[src/rtl/mem_port_arbiter4_pkg.sv]
// Shared types for the four-way memory port arbiter: FSM states, requester
// count and the requester select type driven onto the parent's mux4.
package arb_pkg;

    typedef enum logic [1:0] {
        IDLE  = 2'd0,
        ISSUE = 2'd1,
        WAIT  = 2'd2
    } arb_state_t;

    localparam int NREQ = 4;

    typedef logic [1:0] req_sel_t;

    // One-hot strobe for the requester currently owning the port.
    function automatic logic [NREQ-1:0] sel_onehot(input req_sel_t s);
        return NREQ'(1) << s;
    endfunction

endpackage

[src/rtl/mem_port_arbiter4_rr_pick4.sv]
// Round-robin pick: first asserted request scanning ptr, ptr+1, ptr+2, ptr+3
// (mod 4). Purely combinational.
module rr_pick4
    import arb_pkg::*;
(
    input  logic [3:0] req_i,
    input  logic [1:0] ptr_i,
    output logic [1:0] idx_o,
    output logic       any_o
);

    req_sel_t cand;

    // Scanning from the far end backwards lets the nearest hit overwrite.
    always_comb begin
        idx_o = ptr_i;
        cand  = ptr_i;
        for (int k = NREQ - 1; k >= 0; k--) begin
            cand = ptr_i + 2'(k);
            if (req_i[cand]) begin
                idx_o = cand;
            end
        end
    end

    assign any_o = |req_i;

endmodule

[src/rtl/mem_port_arbiter4.sv]
// Round-robin arbiter sharing one memory port among four requesters, with
// request/accept/response sequencing and a stalled-memory timeout.
module mem_port_arbiter4
    import arb_pkg::*;
#(
    parameter int TIMEOUT = 255
) (
    input  logic       clk_i,
    input  logic       rst_ni,
    input  logic [3:0] req_valid_i,
    output logic [3:0] req_ready_o,
    output logic [3:0] rsp_valid_o,
    output logic       rsp_err_o,
    output logic [1:0] sel_o,
    output logic       mem_req_o,
    input  logic       mem_gnt_i,
    input  logic       mem_rvalid_i,
    output logic       busy_o,
    output logic       err_o,
    input  logic       err_clr_i
);

    localparam int TW = $clog2(TIMEOUT + 1);
    // The timer counts the current cycle too, so the limit is reached when
    // the registered count shows TIMEOUT-1.
    localparam logic [TW-1:0] TLAST = TW'(TIMEOUT - 1);

    arb_state_t    state_q, state_d;
    req_sel_t      sel_q, sel_d;
    req_sel_t      ptr_q, ptr_d;
    logic [TW-1:0] timer_q, timer_d;
    logic          err_q, err_d;

    req_sel_t      pick_ptr;
    req_sel_t      pick_idx;
    logic          pick_any;
    req_sel_t      sel_next;
    logic [3:0]    sel_oh;
    logic          timeout_hit;

    assign sel_next    = sel_q + 2'd1;
    assign sel_oh      = sel_onehot(sel_q);
    assign timeout_hit = (timer_q == TLAST);

    // At a WAIT exit the pick must already see the pointer advanced past sel.
    assign pick_ptr = (state_q == WAIT) ? sel_next : ptr_q;

    rr_pick4 u_pick (
        .req_i (req_valid_i),
        .ptr_i (pick_ptr),
        .idx_o (pick_idx),
        .any_o (pick_any)
    );

    always_ff @(posedge clk_i or negedge rst_ni) begin
        if (!rst_ni) begin
            state_q <= IDLE;
            sel_q   <= '0;
            ptr_q   <= '0;
            timer_q <= '0;
            err_q   <= 1'b0;
        end else begin
            state_q <= state_d;
            sel_q   <= sel_d;
            ptr_q   <= ptr_d;
            timer_q <= timer_d;
            err_q   <= err_d;
        end
    end

    always_comb begin
        state_d     = state_q;
        sel_d       = sel_q;
        ptr_d       = ptr_q;
        timer_d     = timer_q;
        err_d       = err_q;
        req_ready_o = '0;
        rsp_valid_o = '0;
        rsp_err_o   = 1'b0;
        mem_req_o   = 1'b0;

        if (err_clr_i) begin
            err_d = 1'b0;
        end

        case (state_q)
            IDLE: begin
                timer_d = '0;
                if (pick_any) begin
                    sel_d   = pick_idx;
                    state_d = ISSUE;
                end
            end

            ISSUE: begin
                mem_req_o = 1'b1;
                if (mem_gnt_i) begin
                    req_ready_o = sel_oh;
                    timer_d     = '0;
                    state_d     = WAIT;
                end else if (timeout_hit) begin
                    // Abort also releases the requester still holding its request.
                    req_ready_o = sel_oh;
                    rsp_valid_o = sel_oh;
                    rsp_err_o   = 1'b1;
                    err_d       = 1'b1;
                    ptr_d       = sel_next;
                    timer_d     = '0;
                    state_d     = IDLE;
                end else begin
                    timer_d = timer_q + 1'b1;
                end
            end

            WAIT: begin
                if (mem_rvalid_i) begin
                    rsp_valid_o = sel_oh;
                    ptr_d       = sel_next;
                    timer_d     = '0;
                    if (pick_any) begin
                        sel_d   = pick_idx;
                        state_d = ISSUE;
                    end else begin
                        state_d = IDLE;
                    end
                end else if (timeout_hit) begin
                    rsp_valid_o = sel_oh;
                    rsp_err_o   = 1'b1;
                    err_d       = 1'b1;
                    ptr_d       = sel_next;
                    timer_d     = '0;
                    state_d     = IDLE;
                end else begin
                    timer_d = timer_q + 1'b1;
                end
            end

            default: begin
                timer_d = '0;
                state_d = IDLE;
            end
        endcase
    end

    assign sel_o  = sel_q;
    assign busy_o = (state_q != IDLE);
    assign err_o  = err_q;

endmodule

[config.mk]
export PLATFORM = sky130hd
export DESIGN_NAME = mem_port_arbiter4
export DESIGN_NICKNAME = d
export VERILOG_FILES = /design/src/rtl/mem_port_arbiter4_pkg.sv /design/src/rtl/mem_port_arbiter4_rr_pick4.sv /design/src/rtl/mem_port_arbiter4.sv
export SDC_FILE = /design/constraint.sdc
export NUM_CORES = 1
export LEC_CHECK = 0
export BUFFER_PORTS_ARGS = -buffer_cell sky130_fd_sc_hd__buf_4
export CORE_MARGIN = 3
export CORE_UTILIZATION = 57
export DETAILED_ROUTE_END_ITERATION = 16
export PLACE_DENSITY = 0.83
export SLEW_MARGIN = 20
export SYNTH_ARGS = -nofsm -noshare
export SYNTH_HDL_FRONTEND = slang
export SYNTH_SLANG_ARGS = --single-unit
[constraint.sdc]
create_clock -name clk_i -period 3.92 [get_ports clk_i]
set_input_delay 1.176 -clock clk_i [delete_from_list [all_inputs] [get_ports clk_i]]
set_output_delay 1.176 -clock clk_i [all_outputs]
set_load 0.01 [all_outputs]
* Word-level counts from Yosys, hierarchy flattened
Cells that the tools add are included.
** Cells by class
- Add/subtract/negate cells :: 5
- Order comparisons :: 4
- Eq/ne operators :: 6
- Shifts and indexed selects :: 1
- Mux-type cells :: 46
- Reductions and logical operators :: 7
** Operators with widths (count)
- two-way mux 2 bit :: 14
- two-way mux 8 bit :: 3
- two-way mux 4 bit :: 5
- case mux 8 bit (2 select lines) :: 1
- two-way mux 1 bit :: 13
- < comparator 2 x 3 -> 1 bit (second input constant) :: 4
- adder 8 x 1 -> 8 bit (second input constant) :: 1
- binary-select mux 1 bit (select 2 bit) :: 4
- == test 8 bit (second input constant) :: 1
- case mux 2 bit (2 select lines) :: 2
- case mux 4 bit (2 select lines) :: 1
- != test 2 bit (second input constant) :: 3
- case mux 2 bit (3 select lines) :: 1
- nonzero test 2 bit :: 3
- adder 2 x 1 -> 2 bit (second input constant) :: 2
- adder 2 bit (second input constant) :: 2
- case mux 1 bit (2 select lines) :: 2
- AND reduction 2 bit :: 2
- OR reduction 4 bit :: 1
- << shifter 1 x 2 -> 4 bit (first input constant) :: 1
- == test 2 x 1 -> 1 bit (second input constant) :: 1
- == test 2 bit (second input constant) :: 1
- zero test 2 bit :: 1
** Storage, ports and cells
- Flip-flop bits (word level) :: 15
- Input port bits :: 9
- Output and inout bits :: 14
- Word-level logic and storage cells :: 74

* Depth between registers and ports, before layout
Gate-level depths: netlist of run 1.
- Depth after elaboration :: 12
- Depth in mapped cells :: 7
- Depth with buffers taken out :: 7

* By module
From an unflattened synthesis of run 1, not the netlist that was laid out.
** Unflattened totals
- Cell total of the unflattened synthesis :: 125
- Area total of the unflattened synthesis :: 1079.8 um^2
** Modules (own cells, without submodules)
- mem_port_arbiter4 :: instances 1, cells an instance 109, area each 979.7 um^2, sequential area each 375.4 um^2
- rr_pick4 :: instances 1, cells an instance 16, area each 100.1 um^2, sequential area each 0.0 um^2

* Least setup slack after synthesis of run 1
OpenSTA, ideal clock, no wires.
- Kind :: input port to output port
- Start :: input mem_gnt_i
- End :: output rsp_valid_o[0]
- Arrival time :: 1.721 ns
- Data required time :: 2.744 ns
- Setup slack :: 1.023 ns
- Stages :: 3
- Path buffers :: 0
- Cell sequence :: nand2b_1 o21ai_1 and3_1
** On the way
- Word-level cells in the longest chain between the ends :: 2
** Ends and longest elaborated chain
- start, declared :: RTL line mem_port_arbiter4.sv:16 : input logic mem_gnt_i,
- two-way mux 4 bit :: RTL line mem_port_arbiter4.sv:97 : if (mem_gnt_i) begin
- case mux 4 bit (2 select lines) :: RTL line mem_port_arbiter4.sv:86 : case (state_q)
- end, declared :: RTL line mem_port_arbiter4.sv:12 : output logic [3:0] rsp_valid_o,
Every way passes these cells.

* Worst setup path in the final report of run 1
- Start :: input mem_gnt_i
- End :: output rsp_valid_o[3]
Same word-level chain as after synthesis.

==> impl_metrics.json, run 1 <==
{
  "final_common_cell": "buf_4",
  "max_freq_ghz": 0.317,
  "slew_viol_final": 0,
  "grt_setup_unrepaired": "no",
  "drc": 0,
  "cts_inserted_buffers": 3,
  "wl_per_cell_microns": 13.6,
  "finish.instance_area_sq_um": 1270,
  "die_w_microns": 49.0,
  "total_leakage_power_nw": 0.626,
  "clock_sinks": 15,
  "avgViaCountPerCell": 5.49,
  "critPathArrivalTime_ps": 1970,
  "area_delta_synth_final_pct": 20.6,
  "cts_resized": 0,
  "fin_nets": 163,
  "overflow": 0,
  "instances_no_fill": 166,
  "place_area_sq_um": 1240,
  "io_pins": 23,
  "cts_tree": "done",
  "antennaDiodeCount": 0,
  "min_period_ps": 3150,
  "skew_ps": 1.71,
  "cts_root_buffer": "clkbuf_4",
  "slowest_delay_ps": 210,
  "cts_setup_buffers": 0,
  "cp_common_cell": "buf_4",
  "initial_utilization_pct": 64.8,
  "die-area_sq_um": 2400,
  "core_sq_um": 1630,
  "yosys-top-cells-area": "dfrtp_1 36%, ha_1 13%, o21ai_0 4.3%",
  "drive_gt1_share_pct": 22.5,
  "row_count": 14,
  "grt_first_pass_wirelength_microns": 3820,
  "period_share_pct": 80.4,
  "ir_drop_v": 0.000377,
  "ff2ff_path_depth": 7,
  "syn_area_sq_um": 1060,
  "ys_warn_count": 0,
  "htreeDepth": 1,
  "cp-start-kind": "input pin",
  "hold_path.class": "flop to flop",
  "syn_inst": 117,
  "finalSetupTns_ps": 0,
  "power_density_nw_per_um2": 518,
  "gp_congestion": 0.897,
  "path_cells": "buf_4 > nand2b_1 > o21ai_1 > and3_1 > buf_4",
  "worstMarginPinSlew_ps": 543,
  "clock_latency_ps": 300,
  "synth_top_area_share_pct": 35.5,
  "fillers": 118,
  "grt_use_total_pct": 20.2,
  "endpoint_kind": "output pin",
  "ant_nets": 0,
  "grt_pass1_vias": 860,
  "whs_path_depth": 2,
  "critical_path.max_fanout": 4,
  "antenna_found_initial": 0,
  "critPathRequiredTime_ps": 2740,
  "port_buffers": 22,
  "path_clk_slew_ps": 90,
  "layout_common_cells": "22 x buf_4, 15 x dfrtp_1, 12 x nor2_1, 11 x ha_1",
  "slew_headroom_pct": 63.5,
  "finalSetupViolCount": 0,
  "avgSynthCellArea_sq_um": 9.03,
  "first_pass_iters": 4,
  "yosysSeqAreaShare_pct": 35.5,
  "synth_seq_cells": 15,
  "clockBufferDepth": 2,
  "synth.distinct_cells": 33,
  "critPathSlowestCell": "o21ai_1",
  "synth_nets": 137,
  "timing.max_cap.violations": 0,
  "grt_max_degree": 16,
  "wirelength_microns": 2260,
  "yosysTopAreaCell": "dfrtp_1",
  "holdBufCountCts": 0,
  "status": "finished clean",
  "vias": 911,
  "dp_hpwl_microns": 1780,
  "die_h_microns": 49.0,
  "hold_viol_final": 0,
  "drtIter0Drc": 18,
  "crit_type": "input pin to output pin",
  "place_inst": 162
}
-- state kept, by name (all words and copies together), names as in the netlist --
name,cells
sel_o,2
err_o,1
timer_q,8
state_q,2
ptr_q,2
-- worst paths after layout --
path,slack [ps],from,to
hold reg to reg,520,ptr_q[0],ptr_q[0]
hold / removal,520,ptr_q[0],ptr_q[0]
min in group asynchronous,710,rst_ni,err_o
max in group asynchronous,3040,rst_ni,ptr_q[1]
setup / recovery,770,mem_gnt_i,rsp_valid_o[3]
setup reg to reg,1860,state_q[0],sel_o[1]
-- kinds of logic (layout without fill, tap and decap cells) --
| group | after synthesis | count (layout) | synth area share (%) |
|---|---|---|---|
| compound gates | 26 | 26 | 15.4 |
| xor+xnor | 6 | 6 | 4.98 |
| simple gates | 45 | 45 | 22.7 |
| flops | 15 | 15 | 35.5 |
| buf+inv | 10 | 35 | 3.91 |
| fa+ha+maj | 11 | 11 | 13.0 |
| mux | 4 | 4 | 4.38 |
-- critical path, delay by kind of cell --
family / cells / cell delay, ps
buf+inv: 2 / 220
compound gates: 1 / 210
simple gates: 2 / 350
-- metal layers --
metal | part of all wire (%) | global-route usage (%) | routed length [microns]
met1 | 45 | 25.4 | 1010
met2 | 50 | 33.9 | 1140
met3 | 3.9 | 5.50 | 89
met4 | 0.88 | 5.21 | 20
met5 | 0 | 0 | 0
-- through the flow --
| step | hold slack [ps] | power, mW | util (%) | setup slack (ps) |
|---|---|---|---|---|
| final | 517 | 0.660 | 78.2 | 770 |
| after global routing | 527 | 0.713 | 78.2 | 659 |
| after CTS | 512 | 0.658 | 78.2 | 773 |
| after detailed placement | 491 | 0.565 | 76.3 | 776 |
| after global placement | 476 | 0.549 | 76.3 | 799 |
| after floorplan | 449 | 0.449 | - | 1020 |
-- where the power goes --
| part | internal (mW) | switching (mW) |
|---|---|---|
| sequential | 0.186 | 0.0412 |
| combinational | 0.147 | 0.192 |
| clock | 0.0390 | 0.0550 |
| total | 0.372 | 0.288 |
-- synth_stat cells --
library cell / count
dfrtp_1: 15
nor2_1: 12
ha_1: 11
inv_1: 9
o21ai_0: 9
nand2_1: 8
and3_1: 6
and2_1: 5
nand3_1: 5
xor2_1: 5
o31ai_1: 4
a21oi_1: 3
mux2i_1: 2
nand2b_1: 2
nand4_1: 2
o21ai_1: 2
a211oi_1: 1
a21o_1: 1
a221oi_1: 1
a22oi_1: 1
a31oi_1: 1
a32oi_1: 1
and4_1: 1
and4_4: 1
buf_4: 1
mux2_2: 1
mux2_4: 1
nor3b_1: 1
nor4_2: 1
o21a_1: 1
o21ai_2: 1
or2_2: 1
xnor2_1: 1
-- area by class of cell --
| class | count | area, sq um | share of cell area, % |
|---|---|---|---|
| Multi-Input combinational cell | 92 | 639 | 50.2 |
| Clock buffer | 3 | 22.5 | 1.77 |
| Sequential cell | 15 | 375 | 29.5 |
| Tap cell | 24 | 30.0 | 2.36 |
| Timing Repair Buffer | 22 | 165 | 13.0 |
| Inverter | 9 | 33.8 | 2.65 |
| Clock inverter | 1 | 7.51 | 0.589 |
Note: power is estimated with default switching activity, not from simulation.
==> run 2, diff against run 1 <==
--- a/config.mk
+++ b/config.mk
@@ -5,11 +5,12 @@
 export SDC_FILE = /design/constraint.sdc
 export NUM_CORES = 1
 export LEC_CHECK = 0
+export ABC_AREA = 1
 export BUFFER_PORTS_ARGS = -buffer_cell sky130_fd_sc_hd__buf_4
 export CORE_MARGIN = 3
-export CORE_UTILIZATION = 57
+export CORE_UTILIZATION = 49
 export DETAILED_ROUTE_END_ITERATION = 16
-export PLACE_DENSITY = 0.83
+export PLACE_DENSITY = 0.75
 export SLEW_MARGIN = 20
 export SYNTH_ARGS = -nofsm -noshare
 export SYNTH_HDL_FRONTEND = slang
==> constraint.sdc (replaced) <==
create_clock -name clk_i -period 2.76 [get_ports clk_i]
set_input_delay 0.828 -clock clk_i [delete_from_list [all_inputs] [get_ports clk_i]]
set_output_delay 0.828 -clock clk_i [all_outputs]
set_load 0.01 [all_outputs]
==> run 2 against run 1 <==
  * Non-clock buffer count rose by 4
  * Largest power group unchanged
  * Combinational power increased to 2.7 times the previous value
  * Critical endpoint is now rsp_valid_o[0]
  * First-iteration DRC count up 67%
  * Wire length is 21% higher
  * Synthesized area up 14%
  * Clock-buffer cell count unchanged
  * Cell count increased by 42%
  * Sequential cell count unchanged
==> impl_metrics.json, run 2 <==
{
  "status": "finished clean",
  "fillers": 216,
  "clock_latency_ps": 290,
  "initial_utilization_pct": 52.9,
  "drive_gt1_share_pct": 17.8,
  "critPathSlowestCell": "dfrtp_1",
  "holdBufCountCts": 0,
  "register_area_sq_um": 375,
  "grt_first_pass_wirelength_microns": 4590,
  "cts_root_buffer": "clkbuf_4",
  "path_cells": "inv_1 > ha_1 > inv_1 > o21ai_1 > nand2_1 > nor2_1 > buf_4",
  "critical_path.max_fanout": 4,
  "io_pins": 23,
  "skew_ps": 1.53,
  "ant_nets": 0,
  "synthMuxAreaShare_pct": 0,
  "multi_input_area_sq_um": 707,
  "synth-xor-area-share_pct": 3.63,
  "endpoint_kind": "output pin",
  "synth-compound-area-share_pct": 10.2,
  "clkPwrFrac_pct": 9.6,
  "total_leakage_power_nw": 0.818,
  "htreeDepth": 1,
  "regMostFlops": "timer_q",
  "largest_reg_flops": 8,
  "grt_max_degree": 16,
  "wl_per_cell_microns": 11.6,
  "crit_type": "flop to output pin",
  "syn_area_sq_um": 1200,
  "antennaDiodeCount": 0,
  "critPathRequiredTime_ps": 1930,
  "clockBufferDepth": 2,
  "seqPwrFrac_pct": 23.9,
  "yosysSeqAreaShare_pct": 31.2,
  "met3WireLength_microns": 117,
  "die_h_microns": 55.6,
  "slowest_delay_ps": 440,
  "wl_met2_microns": 1300,
  "synth_top_area_share_pct": 31.2,
  "period_share_pct": 94.9,
  "wl_met1_microns": 1310,
  "synth_top_family_by_area": "simple AND/OR/NAND/NOR gates",
  "clock_sinks": 15,
  "wirelength_microns": 2750,
  "port_buffers": 22,
  "power_density_nw_per_um2": 951,
  "gp_congestion": 0.872,
  "utilization_pct": 64.3,
  "grt_pass1_vias": 1106,
  "drc": 0,
  "cts_inserted_buffers": 3,
  "die-area_sq_um": 3090,
  "area_delta_synth_final_pct": 21.5,
  "power_frac_comb_pct": 66.5,
  "slew_viol_final": 0,
  "rrSetupSlack_ps": 740,
  "grt_setup_unrepaired": "no",
  "avgViaCountPerCell": 5.06,
  "yosys.area_share.simple_pct": 32.4,
  "yosysTopAreaCell": "dfrtp_1",
  "vias": 1195,
  "path_clk_slew_ps": 100,
  "syn_inst": 179,
  "synth_top_cells_by_count": "54 x nand2_1, 32 x inv_1, 20 x nor2_1, 15 x dfrtp_1, 14 x nand3_1",
  "cp-start-kind": "flop",
  "ys_warn_count": 0,
  "min_period_ps": 2620,
  "fin_nets": 229,
  "core_sq_um": 2280,
  "overflow": 0,
  "layout_common_cells": "54 x nand2_1, 31 x inv_1, 26 x buf_4, 20 x nor2_1, 15 x dfrtp_1",
  "finalSetupTns_ps": 0,
  "dp_hpwl_microns": 2180,
  "grt_use_total_pct": 18.0,
  "crit_family": "flip-flops",
  "timing.max_cap.violations": 0,
  "worstMarginPinSlew_ps": 407,
  "first_pass_iters": 4,
  "synth_edf_count": 0,
  "cp_common_cell": "inv_1",
  "max_freq_ghz": 0.382,
  "drtIter0Drc": 30,
  "synth_flop_cell": "dfrtp_1",
  "power_mw": 1.39,
  "critPathBufInv": 3,
  "synth_seq_cells": 15,
  "top_layer": "met4",
  "hold_viol_final": 0,
  "async_flop_share_pct": 100,
  "avgSynthCellArea_sq_um": 6.73,
  "finalSetupViolCount": 0,
  "die_w_microns": 55.6,
  "cts_tree": "done",
  "slew_headroom_pct": 72.8,
  "final_common_cell": "nand2_1",
  "synthAdderAreaFrac_pct": 11.4,
  "critPathArrivalTime_ps": 1790,
  "power_switching_uw": 712,
  "row_count": 17,
  "ir_drop_v": 0.000598,
  "antenna_found_initial": 0,
  "synth.distinct_cells": 24,
  "yosys-top-cells-area": "dfrtp_1 31%, nand2_1 17%, ha_1 11%",
  "synth_nets": 199,
  "synth.most_common_cell": "nand2_1",
  "sw_frac_of_total_pct": 51.1,
  "p_int_uw": 680,
  "hold_path.class": "input pin to async pin"
}
run 2: changes by cell type in the layout (fill, tap and decap cells not counted), sizes merged, moves of 5 or more:
cell   change
nand2     +47
inv       +24
nand3      +9
nor2       +8
and3       -6
and2       -5
run 2: routing by layer:
| metal | up-vias | global-route usage (%) |
|---|---|---|
| met5 | - | 0 |
| met4 | 0 | 5.56 |
| met3 | 6 | 3.25 |
| met2 | 27 | 31.3 |
| met1 | 546 | 22.4 |
| li1 | 616 | - |
run 2: kinds of logic (layout without fill, tap and decap cells):
| group | Yosys count | count (layout) |
|---|---|---|
| buffers and inverters | 34 | 63 |
| adders and majority gates | 11 | 11 |
| and+or+nand+nor | 94 | 94 |
| DFF | 15 | 15 |
| xor gates and xnor gates | 5 | 5 |
| AOI/OAI and AO/OA | 20 | 20 |
run 2: worst paths after layout:
check / startpoint / to / cells after the start
max: state_q[0] / rsp_valid_o[0] / 7
min: rst_ni / timer_q[3] / 1
max reg2reg: state_q[0] / sel_o[0] / 15
min reg2reg: timer_q[0] / timer_q[0] / 1
max in group asynchronous: rst_ni / sel_o[0] / 1
min in group clk_i: timer_q[0] / timer_q[0] / 1
run 2: per-stage QoR:
step / hold WS (ps) / area [sq um] / setup WS, ps / cells
after floorplan: 450 / 1200 / 538 / 179
after global placement: 470 / 1400 / 326 / 229
after detailed placement: 485 / 1400 / 252 / 229
after CTS: 368 / 1430 / 1.00 / 233
after global routing: 367 / 1460 / 9.91 / 236
final: 372 / 1460 / 141 / 236
run 2: final cells by class:
cell class	count	area share, %
tap	28	2.39
clock inverter	1	0.342
inverter	33	8.46
timing repair buffer	26	13.3
clock buffer	3	1.54
multi-input combinational	130	48.3
sequential	15	25.6
run 2: worst register-to-register path: stages (launching register included):
cell     delay (ps)
dfrtp_1         440
inv_1           150
ha_1            370
inv_2           100
nand2_1         100
nand2_1         110
nand2_1          80
nand2_1          80
nand2_1         100
nand2_1          60
nand2_1          60
nand2_1          60
nand2_1          60
nand2_1          50
nand3_1          70
nand2_1          50
run 2: power groups by stage:
stage	logic, mW	registers (mW)	clock network, mW
2_1_floorplan	0.649	0.324	0
3_5_place_dp	0.871	0.333	0
6_report	0.926	0.332	0.134
4_1_cts	0.876	0.328	0.142
5_1_grt	1.05	0.340	0.149
3_3_place_gp	0.848	0.326	0
run 2: timing repair:
item                                    CTS  global route
resized for setup                         0             4
endpoints found under the hold margin     0             0
setup buffers                             0             3
endpoints found under the setup margin    0             7
